[src/rtl/exponent_core.sv]
// exponent_core: sequential unsigned integer exponentiation by repeated squaring.
// Computes p_out = x_in ** a_in mod 2**P_WIDTH. The right-to-left binary method
// is used: one exponent bit is consumed per CALC cycle. A single FIN cycle then
// raises done, which stays high until the next accepted start or a reset.
// Optional build macro: EXPONENT_OVERFLOW_EN adds the overflow output. This
// output is set when the true mathematical result does not fit in P_WIDTH bits.
module exponent_core #(
    parameter int X_WIDTH = 8,
    parameter int A_WIDTH = 4,
    parameter int P_WIDTH = 15
) (
    input  logic               S_AXI_ACLK,
    input  logic               S_AXI_ARESET,
    input  logic               start,
    input  logic [X_WIDTH-1:0] x_in,
    input  logic [A_WIDTH-1:0] a_in,
    output logic               busy,
    output logic               done,
    output logic [P_WIDTH-1:0] p_out
`ifdef EXPONENT_OVERFLOW_EN
    ,
    output logic               overflow
`endif
);

    typedef enum logic [1:0] {
        IDLE = 2'd0,
        CALC = 2'd1,
        FIN  = 2'd2
    } state_t;

    state_t             state_q, state_d;
    logic [P_WIDTH-1:0] base_q, base_d;
    logic [A_WIDTH-1:0] exp_q, exp_d;
    logic [P_WIDTH-1:0] acc_q, acc_d;
    logic [P_WIDTH-1:0] p_out_q, p_out_d;
    logic               busy_q, busy_d;
    logic               done_q, done_d;

    // Truncated products that are used by the datapath.
    logic [P_WIDTH-1:0] sq_lo;
    logic [P_WIDTH-1:0] mul_lo;

`ifdef EXPONENT_OVERFLOW_EN
    logic                 base_ovf_q, base_ovf_d;
    logic                 ovf_q, ovf_d;
    logic [2*P_WIDTH-1:0] sq_full;
    logic [2*P_WIDTH-1:0] mul_full;
    logic                 sq_trunc;
    logic                 mul_trunc;

    // Full-width products: the upper halves show when truncation happened.
    always_comb begin
        sq_full   = (2*P_WIDTH)'(base_q) * (2*P_WIDTH)'(base_q);
        mul_full  = (2*P_WIDTH)'(acc_q) * (2*P_WIDTH)'(base_q);
        sq_lo     = sq_full[P_WIDTH-1:0];
        mul_lo    = mul_full[P_WIDTH-1:0];
        sq_trunc  = |sq_full[2*P_WIDTH-1:P_WIDTH];
        mul_trunc = |mul_full[2*P_WIDTH-1:P_WIDTH];
    end
`else
    // Only the low P_WIDTH bits of each product are ever needed.
    always_comb begin
        sq_lo  = base_q * base_q;
        mul_lo = acc_q * base_q;
    end
`endif

    // Next-state and datapath logic for the IDLE -> CALC -> FIN sequence.
    always_comb begin
        state_d = state_q;
        base_d  = base_q;
        exp_d   = exp_q;
        acc_d   = acc_q;
        p_out_d = p_out_q;
        busy_d  = busy_q;
        done_d  = done_q;
`ifdef EXPONENT_OVERFLOW_EN
        base_ovf_d = base_ovf_q;
        ovf_d      = ovf_q;
`endif
        case (state_q)
            IDLE: begin
                // busy is low throughout IDLE, so start is only acted on here.
                if (start) begin
                    base_d  = P_WIDTH'(x_in);
                    exp_d   = a_in;
                    acc_d   = P_WIDTH'(1);
                    busy_d  = 1'b1;
                    done_d  = 1'b0;
                    state_d = CALC;
`ifdef EXPONENT_OVERFLOW_EN
                    base_ovf_d = 1'b0;
                    ovf_d      = 1'b0;
`endif
                end
            end
            CALC: begin
                if (exp_q != '0) begin
                    if (exp_q[0]) begin
                        acc_d = mul_lo;
`ifdef EXPONENT_OVERFLOW_EN
                        // A truncated base is already >= 2**P_WIDTH, so any
                        // multiply that uses it has overflowed as well.
                        if (mul_trunc || base_ovf_q) begin
                            ovf_d = 1'b1;
                        end
`endif
                    end
                    base_d = sq_lo;
                    exp_d  = exp_q >> 1;
`ifdef EXPONENT_OVERFLOW_EN
                    // The flag only matters if a later acc multiply uses this base.
                    if (sq_trunc) begin
                        base_ovf_d = 1'b1;
                    end
`endif
                end else begin
                    p_out_d = acc_q;
                    state_d = FIN;
                end
            end
            FIN: begin
                done_d  = 1'b1;
                busy_d  = 1'b0;
                state_d = IDLE;
            end
            default: begin
                state_d = IDLE;
            end
        endcase
    end

    // State registers; reset discards any in-flight computation.
    always_ff @(posedge S_AXI_ACLK) begin
        if (S_AXI_ARESET) begin
            state_q <= IDLE;
            base_q  <= '0;
            exp_q   <= '0;
            acc_q   <= '0;
            p_out_q <= '0;
            busy_q  <= 1'b0;
            done_q  <= 1'b0;
`ifdef EXPONENT_OVERFLOW_EN
            base_ovf_q <= 1'b0;
            ovf_q      <= 1'b0;
`endif
        end else begin
            state_q <= state_d;
            base_q  <= base_d;
            exp_q   <= exp_d;
            acc_q   <= acc_d;
            p_out_q <= p_out_d;
            busy_q  <= busy_d;
            done_q  <= done_d;
`ifdef EXPONENT_OVERFLOW_EN
            base_ovf_q <= base_ovf_d;
            ovf_q      <= ovf_d;
`endif
        end
    end

    assign busy  = busy_q;
    assign done  = done_q;
    assign p_out = p_out_q;
`ifdef EXPONENT_OVERFLOW_EN
    assign overflow = ovf_q;
`endif

endmodule

[config.mk]
export PLATFORM = sky130hd
export DESIGN_NAME = exponent_core
export DESIGN_NICKNAME = d
export VERILOG_FILES = /design/src/rtl/exponent_core.sv
export SDC_FILE = /design/constraint.sdc
export NUM_CORES = 1
export LEC_CHECK = 0
export BUFFER_PORTS_ARGS = -buffer_cell sky130_fd_sc_hd__buf_2
export CAP_MARGIN = 20
export CORE_ASPECT_RATIO = 0.5
export CORE_MARGIN = 2
export CORE_UTILIZATION = 35
export CTS_CLUSTER_SIZE = 28
export DETAILED_ROUTE_END_ITERATION = 10
export PLACE_DENSITY_LB_ADDON = 0.25
export SYNTH_ARGS = -nofsm -noshare
export SYNTH_HDL_FRONTEND = slang
export SYNTH_SLANG_ARGS = --single-unit
[constraint.sdc]
create_clock -name S_AXI_ACLK -period 6.3 [get_ports S_AXI_ACLK]
set_input_delay 0.315 -clock S_AXI_ACLK [delete_from_list [all_inputs] [get_ports S_AXI_ACLK]]
set_output_delay 0.315 -clock S_AXI_ACLK [all_outputs]
set_load 0.01 [all_outputs]
==> flow_metrics.tcl, run 1 <==
set metrics [dict create \
    ioPinCount 32 \
    wl_per_cell_microns 15.9 \
    die_w_microns 217 \
    antenna_found_initial 0 \
    totalWireLength_microns 19800 \
    cp_num_buf_inv 6 \
    htree_levels 2 \
    layout_setup_ws_ns 0.529 \
    vias 5954 \
    root_buffer "clkbuf_16" \
    areaGrowthSynthToFinish_pct 7.88 \
    synth_async_sr_flop_share_pct 0 \
    synth_top_family_by_area "adder cells" \
    first_pass_iters 4 \
    crit_path_top_delay_cell "dfxtp_1" \
    register_area_sq_mm 0.00106 \
    place_congestion 0.824 \
    slew_headroom_pct 32.7 \
    drive_above_1_share_pct 5.51 \
    r2r_end "acc_q[14]$_SDFFE_PP0P_" \
    place_hpwl_microns 15500 \
    ant_nets 0 \
    design_area_sq_mm 0.00856 \
    drv_cap 0 \
    p_leak_nw 4.28 \
    post-synth-top-area-cell "fa_1" \
    antennaDiodeCount 0 \
    clkSinkCount 53 \
    cts_tree "done" \
    cts_buffers 5 \
    finalNetCount 1162 \
    synthDistinctLibCells 45 \
    grt_pass1_wl_microns 34200 \
    power_mw 0.975 \
    synth_fa_ha_area_share_pct 44.0 \
    yosysSeqAreaShare_pct 13.4 \
    worst_slew_pin_slew_ns 1.01 \
    rows 38 \
    synth-simple-area-share_pct 17.7 \
    post_cts_buffers 0 \
    placed_cells 1235 \
    syn_area_sq_mm 0.00794 \
    grt_usage_pct 17.9 \
    cp_slowest_stage_delay_ns 0.63 \
    reg2reg_from "base_q[3]$_SDFFE_PP0P_" \
    yosysMostFrequentCell "inv_1" \
    synth-edff-count 0 \
    crit_fanout 25 \
    clock_latency_ns 0.30 \
    post-route-util_pct 39.0 \
    multi_input_area_sq_mm 0.00601 \
    ir_worst_vdd_v 0.0000965 \
    hold_path_class "in -> reg" \
    cts_repair_resize_count 0 \
    rsz0062_at_grt "false" \
    place_area_sq_mm 0.00839 \
    min_delay_path_depth 3 \
    grt_max_degree 58 \
    overflow 0 \
    cp_top_family "adder cells" \
    status "finished, final reports clean" \
    whs_ns 0.257 \
    synth-seq-cells 53 \
    clk_pin_slew_ns 0.08 \
    avgSynthCellArea_sq_um 8.50 \
    hold_viol 0 \
    synth_area_leaders "fa_1 (31%), dfxtp_1 (13%), ha_1 (13%)" \
    holdBufCountCts 0 \
    clockBufferDepth 2 \
    core_sq_mm 0.0220 \
    synth_xor_area_share_pct 5.69 \
    floorplan.initialDensity_pct 36.1 \
    netlist_instances 934 \
    worstSetupPathType "reg -> reg" \
    min_from "x_in[0]" \
    r2r_cells 20 \
    yosys_warnings 0 \
    synth_top_cells_by_count "inv_1 (188), nand2_1 (137), fa_1 (124), and2_1 (83), ha_1 (81)" \
    hold_end "base_q[0]$_SDFFE_PP0P_" \
    critPathLaunchType "flip-flop" \
    via_per_inst 4.79 \
    yosys-mux-area-fraction_pct 0 \
    setup_violations 0 \
    min_period_ns 5.77 \
    synth_top_area_share_pct 31.3 \
    skew_ns 0.0103 \
    stdcell_count 1243 \
    drc 0 \
    fin_crit_sh_pct 91.6 \
    cp.arrival_ns 5.95 \
    power_density_mw_per_mm2 114 \
    die-area_sq_mm 0.0240 \
    setup_tns_ns 0 \
    endpoint_kind "flip-flop" \
    cp.required_ns 6.48 \
    drtIter0Drc 324 \
    path_cells "and2_1, fa_1, inv_1, fa_1, inv_1, fa_1, inv_1, fa_1, inv_1, fa_1, inv_1, fa_1, inv_1, ha_1, a21o_1, a21o_1, nor3_1, a21oi_2, xnor2_1, o31ai_2" \
    die_h_microns 110 \
    final.fill_count 2247 \
    synth_compound_area_share_pct 8.26 \
    portBuffers 31 \
    mappedNetlistNets 1154 \
    pre_cts_ws_ns 0.513 \
    slew_viol_final 0 \
    grt_pass1_vias 6523 \
    synth_flop_cell "dfxtp_1" \
    r2r_setup_slack_ns 0.53 \
    clock.fmax_mhz 173 \
]
==> cells by family after synthesis <==
group                      count (synthesis)
AOI/OAI and AO/OA                        100
xor gates and xnor gates                  50
adders and majority gates                205
buffers and inverters                    229
DFF                                       53
and+or+nand+nor                          297
==> state kept, by name, summed over array words and instances (netlist names) <==
register and count:
acc_q 15, base_q 15, p_out 15, exp_q 4, state_q 2, busy 1, done 1
==> cell usage in the layout, fill, tap and decap left out, types with 5 or more instances in the layout <==
| cell type | n |
|---|---|
| buf_2 | 31 |
| o21ai_1 | 5 |
| fa_1 | 124 |
| and2_1 | 83 |
| a21oi_1 | 36 |
| a211oi_1 | 5 |
| buf_4 | 11 |
| inv_1 | 188 |
| nor2_1 | 40 |
| nor2b_1 | 5 |
| nand2_1 | 137 |
| ha_1 | 81 |
| xor2_1 | 11 |
| a21o_1 | 7 |
| a22oi_1 | 10 |
| clkbuf_16 | 5 |
| xnor2_1 | 38 |
| nand3_1 | 11 |
| o21ai_0 | 8 |
| dfxtp_1 | 53 |
==> worst max path at each step <==
stage / from / end / slack (ns) / cells past startpoint
6_report: base_q[3]$_SDFFE_PP0P_ / acc_q[14]$_SDFFE_PP0P_ / 0.53 / 20
5_1_grt: base_q[3]$_SDFFE_PP0P_ / acc_q[14]$_SDFFE_PP0P_ / 0.20 / 20
4_1_cts: base_q[3]$_SDFFE_PP0P_ / acc_q[14]$_SDFFE_PP0P_ / 0.51 / 20
3_5_place_dp: base_q[3]$_SDFFE_PP0P_ / acc_q[14]$_SDFFE_PP0P_ / 0.51 / 20
3_3_place_gp: base_q[3]$_SDFFE_PP0P_ / acc_q[14]$_SDFFE_PP0P_ / 0.65 / 20
2_1_floorplan: base_q[0]$_SDFFE_PP0P_ / base_q[14]$_SDFFE_PP0P_ / 0.90 / 22
==> tightest hold or removal path: stages <==
cell and delay (ns):
buf_2 0.10, nand2_1 0.06, a21oi_1 0.05
==> final cells by class <==
cell class                 count  area share, %
multi-input combinational    652           70.2
tap                          300           4.38
sequential                    53           12.4
timing repair buffer          42           2.78
inverter                     188           8.24
clock inverter                 2          0.438
clock buffer                   6           1.62
==> layer usage <==
layer  GRT usage (%)  part of all wire (%)
met2            30.2                    47
met3            1.93                   3.6
met5               0                     0
met1            25.0                    48
met4            3.11                   1.3
==> report_power, final <==
| group | leakage (nW) | internal [mW] | switching, mW |
|---|---|---|---|
| registers | 0.430 | 0.348 | 0.0423 |
| clock network | 0.0831 | 0.199 | 0.140 |
| logic | 3.77 | 0.0918 | 0.153 |
No activity file was read; power rests on OpenSTA's default activity.
==> run 2: changes to the inputs <==
--- a/config.mk
+++ b/config.mk
@@ -7,11 +7,12 @@
 export LEC_CHECK = 0
 export BUFFER_PORTS_ARGS = -buffer_cell sky130_fd_sc_hd__buf_2
 export CAP_MARGIN = 20
-export CORE_ASPECT_RATIO = 0.5
+export CORE_ASPECT_RATIO = 0.8
 export CORE_MARGIN = 2
 export CORE_UTILIZATION = 35
 export CTS_CLUSTER_SIZE = 28
 export DETAILED_ROUTE_END_ITERATION = 10
+export GPL_ROUTABILITY_DRIVEN = 0
 export PLACE_DENSITY_LB_ADDON = 0.25
 export SYNTH_ARGS = -nofsm -noshare
 export SYNTH_HDL_FRONTEND = slang
==> run 2 against run 1 <==
Compared with the run above:
- register-to-register slack improved by 0.11 ns
- first-iteration DRC count fell by 7.7%
- sequential share of layout area barely moved
- via count fell by 2.0%
- die area fell by 0.27%
- wire length fell by 3.6%
- critical path depth did not move
- highest routed layer unchanged
==> flow_metrics.tcl, run 2 (synthesis gave the netlist of run 1 again) <==
set metrics [dict create \
    status "finished, final reports clean" \
    clkSinkCount 53 \
    areaGrowthSynthToFinish_pct 7.79 \
    power_density_mw_per_mm2 106 \
    vias 5834 \
    setup_tns_ns 0 \
    finalNetCount 1165 \
    ioPinCount 32 \
    wl_per_cell_microns 15.2 \
    grt_max_degree 58 \
    slew_viol_final 0 \
    first_pass_iters 5 \
    layout_setup_ws_ns 0.636 \
    min_period_ns 5.66 \
    worst_slew_pin_slew_ns 0.939 \
    ant_nets 0 \
    clock.fmax_mhz 177 \
    final_cell_mix "inv_1 (188), nand2_1 (137), fa_1 (124)" \
    place_hpwl_microns 15200 \
    holdBufCountCts 0 \
    cp.required_ns 6.46 \
    endpoint_kind "flip-flop" \
    p_leak_nw 4.28 \
    drc 0 \
    clockBufferDepth 2 \
    portBuffers 31 \
    design_area_sq_mm 0.00856 \
    rsz0062_at_grt "false" \
    drive_above_1_share_pct 5.71 \
    slew_headroom_pct 37.2 \
    grt_pass1_vias 5995 \
    layout_commonest_cell "inv_1" \
    root_buffer "clkbuf_16" \
    clk_pin_slew_ns 0.07 \
    totalWireLength_microns 19000 \
    hold_path_class "in -> reg" \
    place_area_sq_mm 0.00842 \
    pre_cts_ws_ns 0.645 \
    ir_worst_vdd_v 0.0000924 \
    clock_latency_ns 0.30 \
    crit_fanout 16 \
    floorplan.initialDensity_pct 35.5 \
    cp.arrival_ns 5.83 \
    hold_viol 0 \
    cts_tree "done" \
    cts_repair_resize_count 0 \
    htree_levels 2 \
    drv_cap 0 \
    fin_crit_sh_pct 89.9 \
    grt_pass1_wl_microns 32500 \
    rows 49 \
    via_per_inst 4.66 \
    die-area_sq_mm 0.0239 \
    die_w_microns 172 \
    overflow 0 \
    stdcell_count 1251 \
    antennaDiodeCount 0 \
    core_sq_mm 0.0224 \
    skew_ns 0.00932 \
    setup_violations 0 \
    grt_usage_pct 17.1 \
    die_h_microns 139 \
    cts_buffers 5 \
    drtIter0Drc 299 \
    placed_cells 1244 \
    critPathLaunchType "flip-flop" \
    power_mw 0.909 \
    antenna_found_initial 0 \
    post_cts_buffers 0 \
    worstSetupPathType "reg -> reg" \
]
run 2: changes by cell type in the layout (fill, tap and decap cells not counted), sizes merged:
cell / delta
inv: +1
bufinv: -1
clkbuf: -1
clkinvlp: -1
clkinv: +1
buf: +3
run 2: stage by stage:
step	util (%)	hold WS [ns]
after floorplan	-	0.445
after global placement	37.6	0.444
after detailed placement	37.6	0.444
after CTS	38.2	0.255
after global routing	38.2	0.258
final	38.2	0.262
run 2: routing by layer:
layer  part of all wire, %  global-route usage, %
met5                     0                      0
met4                  0.57                   2.30
met3                   3.6                   1.46
met2                    40                   24.3
met1                    55                   28.5
run 2: path summary, 6_finish.rpt:
path | slack (ns) | cells past startpoint | from | endpoint
max | 0.64 | 20 | base_q[2]$_SDFFE_PP0P_ | base_q[14]$_SDFFE_PP0P_
max reg2reg | 0.64 | 20 | base_q[2]$_SDFFE_PP0P_ | base_q[14]$_SDFFE_PP0P_
min reg2reg | 0.46 | 2 | p_out[1]$_SDFFE_PP0P_ | p_out[1]$_SDFFE_PP0P_
min | 0.26 | 3 | a_in[3] | exp_q[3]$_SDFFE_PP0P_
run 2: power breakdown:
part           switching [mW]  internal (mW)  total [mW]
Sequential             0.0350          0.348       0.383
Combinational           0.158         0.0932       0.251
Clock                   0.128          0.146       0.274
Total                   0.321          0.588       0.909
run 2: cell type report:
class,count,area [sq um]
Clock buffer,5,125
Timing Repair Buffer,45,260
Inverter,188,706
Sequential cell,53,1060
Fill cell,2325,13800
Multi-Input combinational cell,652,6010
Clock inverter,2,13.8
Tap cell,306,383
run 2: worst max-delay path, cell delays in order, from the launching register on:
cell     delay, ns
dfxtp_1       0.74
nand2_1       0.21
fa_1          0.54
fa_1          0.54
inv_1         0.05
fa_1          0.49
inv_1         0.05
fa_1          0.53
inv_1         0.06
fa_1          0.48
inv_1         0.05
fa_1          0.47
inv_1         0.04
ha_1          0.32
o21a_1        0.21
o21a_1        0.16
o41ai_1       0.09
a21oi_1       0.14
xnor2_1       0.15
a22oi_1       0.14
nor2_1        0.05
